<file path="src/rtl/fetch_pc_unit.sv">
// fetch_pc_unit: program counter, redirect and halt control for the fetch stage.
// Optional build macro PC_ALIGN_CHECK_EN: when it is defined, a misaligned redirect
// target traps to EXC_VECTOR and sets the sticky align_err flag. When it is not
// defined, the low two bits of the target are dropped and align_err stays 0.
module fetch_pc_unit #(
  parameter logic [31:0] RESET_PC   = 32'h0000_0000,
  parameter logic [31:0] EXC_VECTOR = 32'h0000_0080
) (
  input  logic        clk,
  input  logic        rst,
  input  logic        stall,
  input  logic        branch_taken,
  input  logic [31:0] branch_target,
  input  logic        jump,
  input  logic [31:0] jump_target,
  input  logic        halt,
  output logic [31:0] PC,
  output logic [31:0] PC_plus4,
  output logic        if_valid,
  output logic        flush,
  output logic        halted,
  output logic [31:0] fetch_count,
  output logic        align_err
);

  typedef enum logic [1:0] {BOOT, RUN, HALT} state_t;

  state_t      state, state_nxt;
  logic [31:0] pc_nxt;
  logic [31:0] tgt;
  logic [31:0] tgt_ld;
  logic        tgt_bad;
  logic        redirect;
  logic        cnt_inc;

  assign PC_plus4 = PC + 32'd4;

  // A redirect is acted on only while running; branch outranks jump.
  assign redirect = (state == RUN) && (branch_taken || jump);
  assign tgt      = branch_taken ? branch_target : jump_target;
  assign tgt_ld   = tgt & ~32'd3;

`ifdef PC_ALIGN_CHECK_EN
  assign tgt_bad = |tgt[1:0];
`else
  assign tgt_bad = 1'b0;
`endif

  // These outputs are gated by rst so they drop in the same cycle reset is raised.
  assign if_valid = !rst && (state == RUN);
  assign halted   = !rst && (state == HALT);
  assign flush    = !rst && redirect;

  // Next state and next PC. Priority is redirect, then halt, then stall, then sequential fetch.
  always_comb begin
    state_nxt = state;
    pc_nxt    = PC;
    cnt_inc   = 1'b0;
    case (state)
      BOOT: state_nxt = RUN;
      RUN: begin
        if (redirect) begin
          pc_nxt  = tgt_bad ? EXC_VECTOR : tgt_ld;
          cnt_inc = 1'b1;
        end else if (halt) begin
          state_nxt = HALT;
        end else if (!stall) begin
          pc_nxt  = PC_plus4;
          cnt_inc = 1'b1;
        end
      end
      HALT:    state_nxt = HALT;
      default: state_nxt = BOOT;
    endcase
  end

  // State, PC and saturating fetch counter.
  always_ff @(posedge clk) begin
    if (rst) begin
      state       <= BOOT;
      PC          <= RESET_PC;
      fetch_count <= '0;
    end else begin
      state <= state_nxt;
      PC    <= pc_nxt;
      if (cnt_inc && (fetch_count != 32'hFFFF_FFFF))
        fetch_count <= fetch_count + 32'd1;
    end
  end

`ifdef PC_ALIGN_CHECK_EN
  // Sticky misaligned-redirect flag. Only reset clears it.
  always_ff @(posedge clk) begin
    if (rst)                      align_err <= 1'b0;
    else if (redirect && tgt_bad) align_err <= 1'b1;
  end
`else
  assign align_err = 1'b0;
`endif

endmodule

</file>
<file path="config.mk">
export PLATFORM = sky130hd
export DESIGN_NAME = fetch_pc_unit
export DESIGN_NICKNAME = d
export VERILOG_FILES = /design/src/rtl/fetch_pc_unit.sv
export SDC_FILE = /design/constraint.sdc
export NUM_CORES = 1
export LEC_CHECK = 0
export ABC_CLOCK_PERIOD_IN_PS = 2800
export BUFFER_PORTS_ARGS = -buffer_cell sky130_fd_sc_hd__buf_2
export CAP_MARGIN = 5
export CORE_MARGIN = 1.5
export CORE_UTILIZATION = 41
export CTS_BUF_LIST = sky130_fd_sc_hd__clkbuf_4
export DETAILED_ROUTE_END_ITERATION = 16
export GPL_TIMING_DRIVEN = 0
export HOLD_SLACK_MARGIN = 0.12
export MAX_ROUTING_LAYER = met4
export PLACE_DENSITY_LB_ADDON = 0.3
export SYNTH_ARGS = -nofsm -noshare
export SYNTH_HDL_FRONTEND = slang
export SYNTH_SLANG_ARGS = --single-unit
</file>
<file path="constraint.sdc">
create_clock -name clk -period 2.8 [get_ports clk]
set_input_delay 0.28 -clock clk [delete_from_list [all_inputs] [get_ports clk]]
set_output_delay 0.28 -clock clk [all_outputs]
set_load 0.02 [all_outputs]
</file>
==> results of run 1 <==
-- cell usage in the layout, fill, tap and decap left out, types with 14 or more instances in the layout --
| cell type | instances |
|---|---|
| o21ai_0 | 20 |
| a21oi_1 | 34 |
| dfxtp_1 | 63 |
| mux2i_1 | 16 |
| nand2_1 | 43 |
| nand3_1 | 28 |
| nand4_1 | 21 |
| xor2_1 | 22 |
| or3_1 | 17 |
| a211oi_1 | 24 |
| nor2_1 | 38 |
| clkbuf_1 | 14 |
| nor2b_1 | 22 |
| xnor2_1 | 22 |
| buf_2 | 165 |
-- final timing paths --
check        cells past startpoint         endpoint            from
min                              3            PC[6]  jump_target[6]
max reg2reg                      7  fetch_count[31]        state[1]
min reg2reg                      2         state[0]        state[0]
max                              8     PC_plus4[29]          PC[10]
-- critical path, stage by stage (launching register included) --
cell,delay (ns)
dfxtp_1,0.37
buf_2,0.19
nand4_1,0.30
nor3_4,0.24
buf_4,0.19
nand4_1,0.19
nor2_1,0.17
xor2_1,0.17
buf_2,0.18
-- routing by layer --
metal | vias up | share of wire (%) | GRT usage (%)
met2 | 223 | 47 | 42.12
met1 | 2359 | 44 | 34.10
met3 | 37 | 7.1 | 4.576
met5 | - | 0 | -
met4 | 0 | 2.6 | 9.653
li1 | 2365 | - | -
-- registers in the layout, summed over array words and instances (netlist names) --
register     count
PC              30
fetch_count     32
state            2
-- cell families (layout without fill, tap and decap cells) --
kind of cell	count (synthesis)	after routing	share of synthesized area, %
and+or+nand+nor	236	236	30.72
AOI/OAI and AO/OA	119	119	18.11
DFF	64	64	29.62
buffers and inverters	48	223	5.322
xor gates and xnor gates	44	44	8.909
muxes	24	24	5.785
adders and majority gates	5	5	1.446
other	1	6	0.08670
-- stage by stage --
| step | power [mW] | area (um2) | utilization, % |
|---|---|---|---|
| final | 3.293 | 5513 | 53.64 |
| after global routing | 3.447 | 5513 | 53.64 |
| after CTS | 3.267 | 5441 | 52.95 |
| after detailed placement | 2.686 | 5306 | 51.63 |
| after global placement | 2.660 | 5306 | 51.63 |
| after floorplan | 2.163 | 4340 | - |
-- power breakdown --
part / total [mW] / internal [mW] / switching, mW
combinational: 1.45 / 0.509 / 0.937
clock: 0.591 / 0.248 / 0.344
sequential: 1.26 / 1.05 / 0.206
-- layout make-up --
class / count / area (um2) / area share (%)
Clock buffer: 9 / 67.56 / 1.226
Sequential cell: 64 / 1282 / 23.26
Clock inverter: 3 / 37.54 / 0.6809
Tap cell: 136 / 170.2 / 3.087
Multi-Input combinational cell: 433 / 2885 / 52.34
Antenna cell: 1 / 2.502 / 0.04539
Buffer: 41 / 211.5 / 3.836
Inverter: 6 / 22.52 / 0.4085
Timing Repair Buffer: 164 / 833.3 / 15.12
-- timing repair --
item,CTS,global route
setup buffers,0,5
pin swaps,0,1
gates resized for setup,9,9
setup endpoints to repair,13,16
==> results_dict.tcl, run 1 <==
set metrics [dict create \
    syn-mean-instance-area_um2 7.995 \
    cp-end-kind "output pin" \
    slew_viol_final 0 \
    dieArea_um2 11170 \
    io_pins 170 \
    clk_path_buf_depth 2 \
    ys_types 53 \
    setup_viol 0 \
    synth.area.top_cells "dfxtp_1 (30%), xnor2_1 (4.5%), xor2_1 (4.5%), a211oi_1 (4.2%), a21oi_1 (3.9%)" \
    ys_seq_elements 64 \
    worst-path-max-fanout 8 \
    rrSetupSlack_ns 0.14 \
    initial_core_util_pct 42.09 \
    dpl_worst_slack_ns -0.1083 \
    dpl.hpwl_mm 10.98 \
    fin_cells 857 \
    fmax_mhz 368.5 \
    yosysTopAreaCell "dfxtp_1" \
    drive_above_1_share_pct 30.97 \
    placement_rows 37 \
    critPathKind "register to output pin" \
    synth_flop_cell "dfxtp_1" \
    drc 0 \
    die_h_um 105.7 \
    synth-edff-count 0 \
    detail_route.wl_per_cell_um 17.34 \
    fill_cells 1009 \
    yosysMostFrequentCell "dfxtp_1" \
    antenna_found_initial 1 \
    cap_violations 0 \
    place_inst 840 \
    ir_drop_mv 0.3161 \
    vias_per_cell 5.816 \
    grt_first_pass_wirelength_mm 23.11 \
    finalCriticalPeriod_ns 2.714 \
    async_reset_ff_share_pct 0 \
    finalCritPeriodShare_pct 96.92 \
    gp_congestion 0.9229 \
    p_per_area_nw_per_um2 597.4 \
    die_w_um 105.7 \
    cts_tree "yes" \
    yosysWarnings 0 \
    clock_skew_ns 0.008928 \
    setup_tns_ns 0 \
    status "completed" \
    grt-ovfl-total 0 \
    dr.first_iter.drc_count 431 \
    nets 794 \
    hold_slack_ns 0.1864 \
    drt-pass1-iter-count 5 \
    cts_root_buffer "clkbuf_4" \
    cts_buffers 9 \
    htreeDepth 3 \
    grt.total_usage_pct 26.59 \
    worst_pin_slew_ns 0.9163 \
    wirelength_mm 14.86 \
    grt_pass1_vias 4562 \
    yosysSeqAreaShare_pct 29.62 \
    hold_class "input port to register" \
    p_leak_nw 2.348 \
    clk_latency_ns 0.43 \
    grt_max_degree 11 \
    start_kind "register" \
    clk_pin_slew_ns 0.10 \
    synth_commonest_cells "dfxtp_1 (64), nand2_1 (44), nor2_1 (39)" \
    core-area_um2 10280 \
    areaGrowthSynthToFinish_pct 27.45 \
    slew_headroom_pct 38.92 \
    critPathRequiredTime_ns 2.52 \
    syn_inst 541 \
    ant_nets 0 \
    vias 4984 \
    synthDominantCellAreaShare_pct 29.62 \
    numClockSinks 64 \
    hold_viol_final 0 \
    port_buffers 159 \
    arrival_ns 2.43 \
    hold_buffers 0 \
    synth_area_um2 4325 \
    worst_slack_ns 0.08623 \
]
Power figures use the tool's default switching activity.
==> inputs of run 2 (changes only) <==
--- a/config.mk
+++ b/config.mk
@@ -9,3 +9,3 @@
 export BUFFER_PORTS_ARGS = -buffer_cell sky130_fd_sc_hd__buf_2
-export CAP_MARGIN = 5
+export CAP_MARGIN = 15
 export CORE_MARGIN = 1.5
@@ -18,2 +18,3 @@
 export PLACE_DENSITY_LB_ADDON = 0.3
+export SLEW_MARGIN = 25
 export SYNTH_ARGS = -nofsm -noshare
--- a/constraint.sdc
+++ b/constraint.sdc
@@ -3,2 +3,2 @@
 set_output_delay 0.28 -clock clk [all_outputs]
-set_load 0.02 [all_outputs]
+set_load 0.01 [all_outputs]
==> run 2 against run 1 <==
Against the previous run:
- first-iteration DRC count decreased by 8.8%
- largest power group is now registers
- register-to-register slack better by 0.02 ns
- critical endpoint is now PC_plus4[12]
- setup slack better by 0.047 ns
- clock power barely moved
- sequential cell count unchanged
==> results_dict.tcl, run 2 (same netlist as run 1, synthesis figures left out) <==
set metrics [dict create \
    grt_first_pass_wirelength_mm 23.11 \
    top_regs "fetch_count x32, PC x30, state x2" \
    placement_rows 37 \
    dr.first_iter.drc_count 393 \
    grt.total_usage_pct 26.59 \
    critPathKind "register to output pin" \
    cts_buffers 9 \
    wl_met3_mm 1.092 \
    hold_buffers 0 \
    setup_viol 0 \
    dieArea_um2 11170 \
    grt_pass1_vias 4562 \
    initial_core_util_pct 42.09 \
    cp-end-kind "output pin" \
    critPathRequiredTime_ns 2.52 \
    nets 791 \
    top_layer "met4" \
    swShare_pct 41.54 \
    p_per_area_nw_per_um2 562.3 \
    place_inst 840 \
    combPwrFrac_pct 40.2 \
    drive_above_1_share_pct 30.82 \
    fmax_mhz 375.0 \
    numClockSinks 64 \
    clk_latency_ns 0.42 \
    clk_path_buf_depth 2 \
    clock_skew_ns 0.01161 \
    final_common_cell "buf_2" \
    p_leak_nw 2.333 \
    status "completed" \
    dpl_worst_slack_ns -0.1083 \
    slew_viol_final 0 \
    die_h_um 105.7 \
    largest_reg_flops 32 \
    start_kind "register" \
    io_pins 170 \
    worst_slack_ns 0.1336 \
    core-area_um2 10280 \
    wirelength_mm 14.78 \
    grt-ovfl-total 0 \
    finalCritPeriodShare_pct 95.23 \
    fill_cells 1010 \
    wl_met1_mm 6.445 \
    slew_headroom_pct 38.47 \
    drc 0 \
    regMostFlops "fetch_count" \
    hold_slack_ns 0.1943 \
    cts_root_buffer "clkbuf_4" \
    total_power_mw 3.086 \
    arrival_ns 2.39 \
    routed-wl-met2_mm 6.893 \
    worst_pin_slew_ns 0.9230 \
    vias 4976 \
    gp_congestion 0.9229 \
    pwr-share-seq_pct 40.6 \
    setup_tns_ns 0 \
    finalCriticalPeriod_ns 2.666 \
    antenna_found_initial 1 \
    hold_viol_final 0 \
    cts_tree "yes" \
    dpl.hpwl_mm 10.98 \
    hold_class "input port to register" \
    drt-pass1-iter-count 7 \
    final_cell_mix "buf_2 (165), dfxtp_1 (63), nand2_1 (43), nor2_1 (38), a21oi_1 (34)" \
    worst-path-max-fanout 7 \
    power.internal_mw 1.804 \
    ant_nets 0 \
    ir_drop_mv 0.2802 \
    power_switching_mw 1.282 \
    clk_pin_slew_ns 0.09 \
    fin_cells 854 \
    areaGrowthSynthToFinish_pct 26.87 \
    grt_max_degree 11 \
    detail_route.wl_per_cell_um 17.31 \
    htreeDepth 3 \
    vias_per_cell 5.827 \
    p_clk_share_pct 19.2 \
    port_buffers 159 \
    cap_violations 0 \
    die_w_um 105.7 \
]
## run 2: cell types whose count changed in the layout (fill, tap and decap cells not counted)
cell / before / now
buf_4: 10 / 7
nor3_2: 2 / 3
nand3_2: 0 / 1
nand3_4: 1 / 0
nor3_1: 7 / 6
## run 2: timing repair
action / 4_1_cts / 5_1_grt
setup buffers: 0 / 2
endpoints found under the hold margin: 0 / 0
gates resized for setup: 9 / 9
pin swaps: 0 / 1
endpoints found under the setup margin: 12 / 13
## run 2: worst paths after layout
kind / startpoint / end / slack [ns] / cells past startpoint
min reg2reg: state[0] / state[0] / 0.50 / 2
max reg2reg: state[1] / fetch_count[29] / 0.16 / 9
max: PC[3] / PC_plus4[12] / 0.13 / 7
min: jump_target[6] / PC[6] / 0.19 / 3
## run 2: layout make-up
cell class	count	area, um2	share of cell area [%]
repair buffers	161	810.8	14.77
well taps	136	170.2	3.101
multi-input cells	433	2883	52.53
clock inverters	3	37.54	0.6840
clock buffers	9	67.56	1.231
flip-flops and latches	64	1282	23.37
inverters	6	22.52	0.4104
plain buffers	41	211.5	3.853
diodes	1	2.502	0.04560
## run 2: through the flow
step	utilization, %	instance area [um2]
floorplan	-	4340
global placement	51.63	5306
detailed placement	51.63	5306
CTS	52.95	5441
global route	53.40	5488
finish	53.40	5488
## run 2: layer usage
metal / global-route usage, % / vias up
li1: - / 2353
met3: 4.576 / 28
met4: 9.653 / 0
met5: - / -
met1: 34.10 / 2363
met2: 42.12 / 232
## run 2: critical path, cell delays in order (launching register included)
cell and delay, ns:
dfxtp_1 0.43, ha_2 0.26, nand3_2 0.20, or2_2 0.34
clkbuf_1 0.18, nor2_1 0.14, xor2_1 0.25, buf_2 0.19
## run 2: power by group through the flow
stage / Combinational [mW] / Sequential, mW / Clock [mW]
floorplan: 0.676 / 1.29 / 0
global placement: 1.20 / 1.25 / 0
detailed placement: 1.23 / 1.26 / 0
CTS: 1.24 / 1.24 / 0.590
global route: 1.34 / 1.28 / 0.625
finish: 1.24 / 1.25 / 0.591
==> inputs of run 3 (changes only) <==
- REMOVE_ABC_BUFFERS: default -> 1
==> run 3 against run 2 <==
Against the previous run:
- first-iteration DRC count fell by 21%
- clock power rose by 20%
- critical path type unchanged
- global-route usage fell by 3.7 points
==> results_dict.tcl, run 3 (same netlist as run 1, synthesis figures left out) <==
set metrics [dict create \
    cap_violations 0 \
    start_kind "register" \
    fmax_mhz 384.0 \
    arrival_ns 2.32 \
    grt_first_pass_wirelength_mm 20.51 \
    total_power_mw 3.189 \
    drive_above_1_share_pct 31.55 \
    cts_tree "yes" \
    port_buffers 160 \
    setup_viol 0 \
    slew_viol_final 0 \
    setup_tns_ns 0 \
    initial_core_util_pct 42.09 \
    finalCriticalPeriod_ns 2.604 \
    grt.total_usage_pct 22.93 \
    drc 0 \
    dr.first_iter.drc_count 312 \
    numClockSinks 64 \
    fill_cells 1036 \
    final_common_cell "buf_2" \
    detail_route.wl_per_cell_um 15.17 \
    finalCritPeriodShare_pct 93.02 \
    clock_skew_ns 0.02025 \
    cts_root_buffer "clkbuf_4" \
    ir_drop_mv 0.3656 \
    p_per_area_nw_per_um2 583.2 \
    critPathRequiredTime_ns 2.52 \
    dpl_worst_slack_ns -0.5630 \
    slew_headroom_pct 33.83 \
    multi_input_area_um2 2888 \
    nets 761 \
    final_cell_mix "buf_2 (159), dfxtp_1 (61), nand2_1 (43), nor2_1 (37), a21oi_1 (34)" \
    clk_pin_slew_ns 0.11 \
    top_regs "fetch_count x32, PC x30, state x2" \
    placement_rows 37 \
    hold_buffers 0 \
    grt-ovfl-total 0 \
    die_h_um 105.7 \
    largest_reg_flops 32 \
    critPathKind "register to output pin" \
    regMostFlops "fetch_count" \
    fin_util_pct 53.20 \
    antenna_found_initial 0 \
    clk_latency_ns 0.41 \
    die_w_um 105.7 \
    vias_per_cell 5.594 \
    p_leak_nw 2.318 \
    htreeDepth 3 \
    core-area_um2 10280 \
    ant_nets 0 \
    drt-pass1-iter-count 4 \
    hold_viol_final 0 \
    io_pins 170 \
    dpl.hpwl_mm 8.980 \
    diodes 0 \
    cts_buffers 9 \
    seqCellArea_um2 1285 \
    worst-path-max-fanout 7 \
    grt_max_degree 80 \
    grt_pass1_vias 4357 \
    vias 4626 \
    wirelength_mm 12.55 \
    clk_path_buf_depth 2 \
    gp_congestion 0.8338 \
    status "completed" \
    cp-end-kind "output pin" \
    dieArea_um2 11170 \
    worst_slack_ns 0.1956 \
    hold_class "input port to register" \
    areaGrowthSynthToFinish_pct 26.41 \
    worst_pin_slew_ns 0.9925 \
]
## run 3: final timing paths
check                       from              end  slack, ns  depth (start not counted)
hold reg to reg         state[0]         state[0]       0.50                          2
setup reg to reg        state[1]  fetch_count[28]       0.21                          7
setup / recovery           PC[2]     PC_plus4[20]       0.20                          8
hold / removal    jump_target[8]            PC[8]       0.21                          3
## run 3: stage by stage
step | cell area [um2] | hold WS [ns] | instances
final | 5468 | 0.2063 | 827
after CTS | 5403 | 0.1800 | 821
after global placement | 5104 | 0.4705 | 799
after floorplan | 4133 | 0.3491 | 503
after detailed placement | 5213 | 0.4903 | 804
after global routing | 5468 | 0.1997 | 827
## run 3: repair_timing
action,CTS,global route
endpoints found under the setup margin,20,21
buffers inserted,1,6
resized for setup,8,7
pin swaps,1,5
## run 3: layout make-up
cell class                      instances  share of cell area (%)
Sequential cell                        64                   23.50
Clock inverter                          7                   1.579
Clock buffer                            9                   1.236
Multi-Input combinational cell        433                   52.81
Timing Repair Buffer                  172                   17.35
Tap cell                              136                   3.112
Inverter                                6                  0.4119
## run 3: worst max-delay path, stage by stage, from the launching register on
cell     delay [ns]
dfxtp_2        0.41
ha_1           0.24
nand3_2        0.20
nor3_4         0.34
buf_4          0.17
buf_4          0.10
nand3_1        0.13
xnor2_1        0.17
buf_2          0.15
## run 3: power breakdown
part | switching [mW] | internal (mW)
combinational | 0.663 | 0.534
sequential | 0.229 | 1.05
clock | 0.357 | 0.353
## run 3: metal layers
| metal | GRT usage, % | routed length [um] | part of all wire, % |
|---|---|---|---|
| met1 | 28.40 | 5657 | 45 |
| met2 | 36.97 | 5942 | 47 |
| met3 | 5.380 | 790 | 6.3 |
| met4 | 7.239 | 157 | 1.3 |
| met5 | - | 0 | 0 |
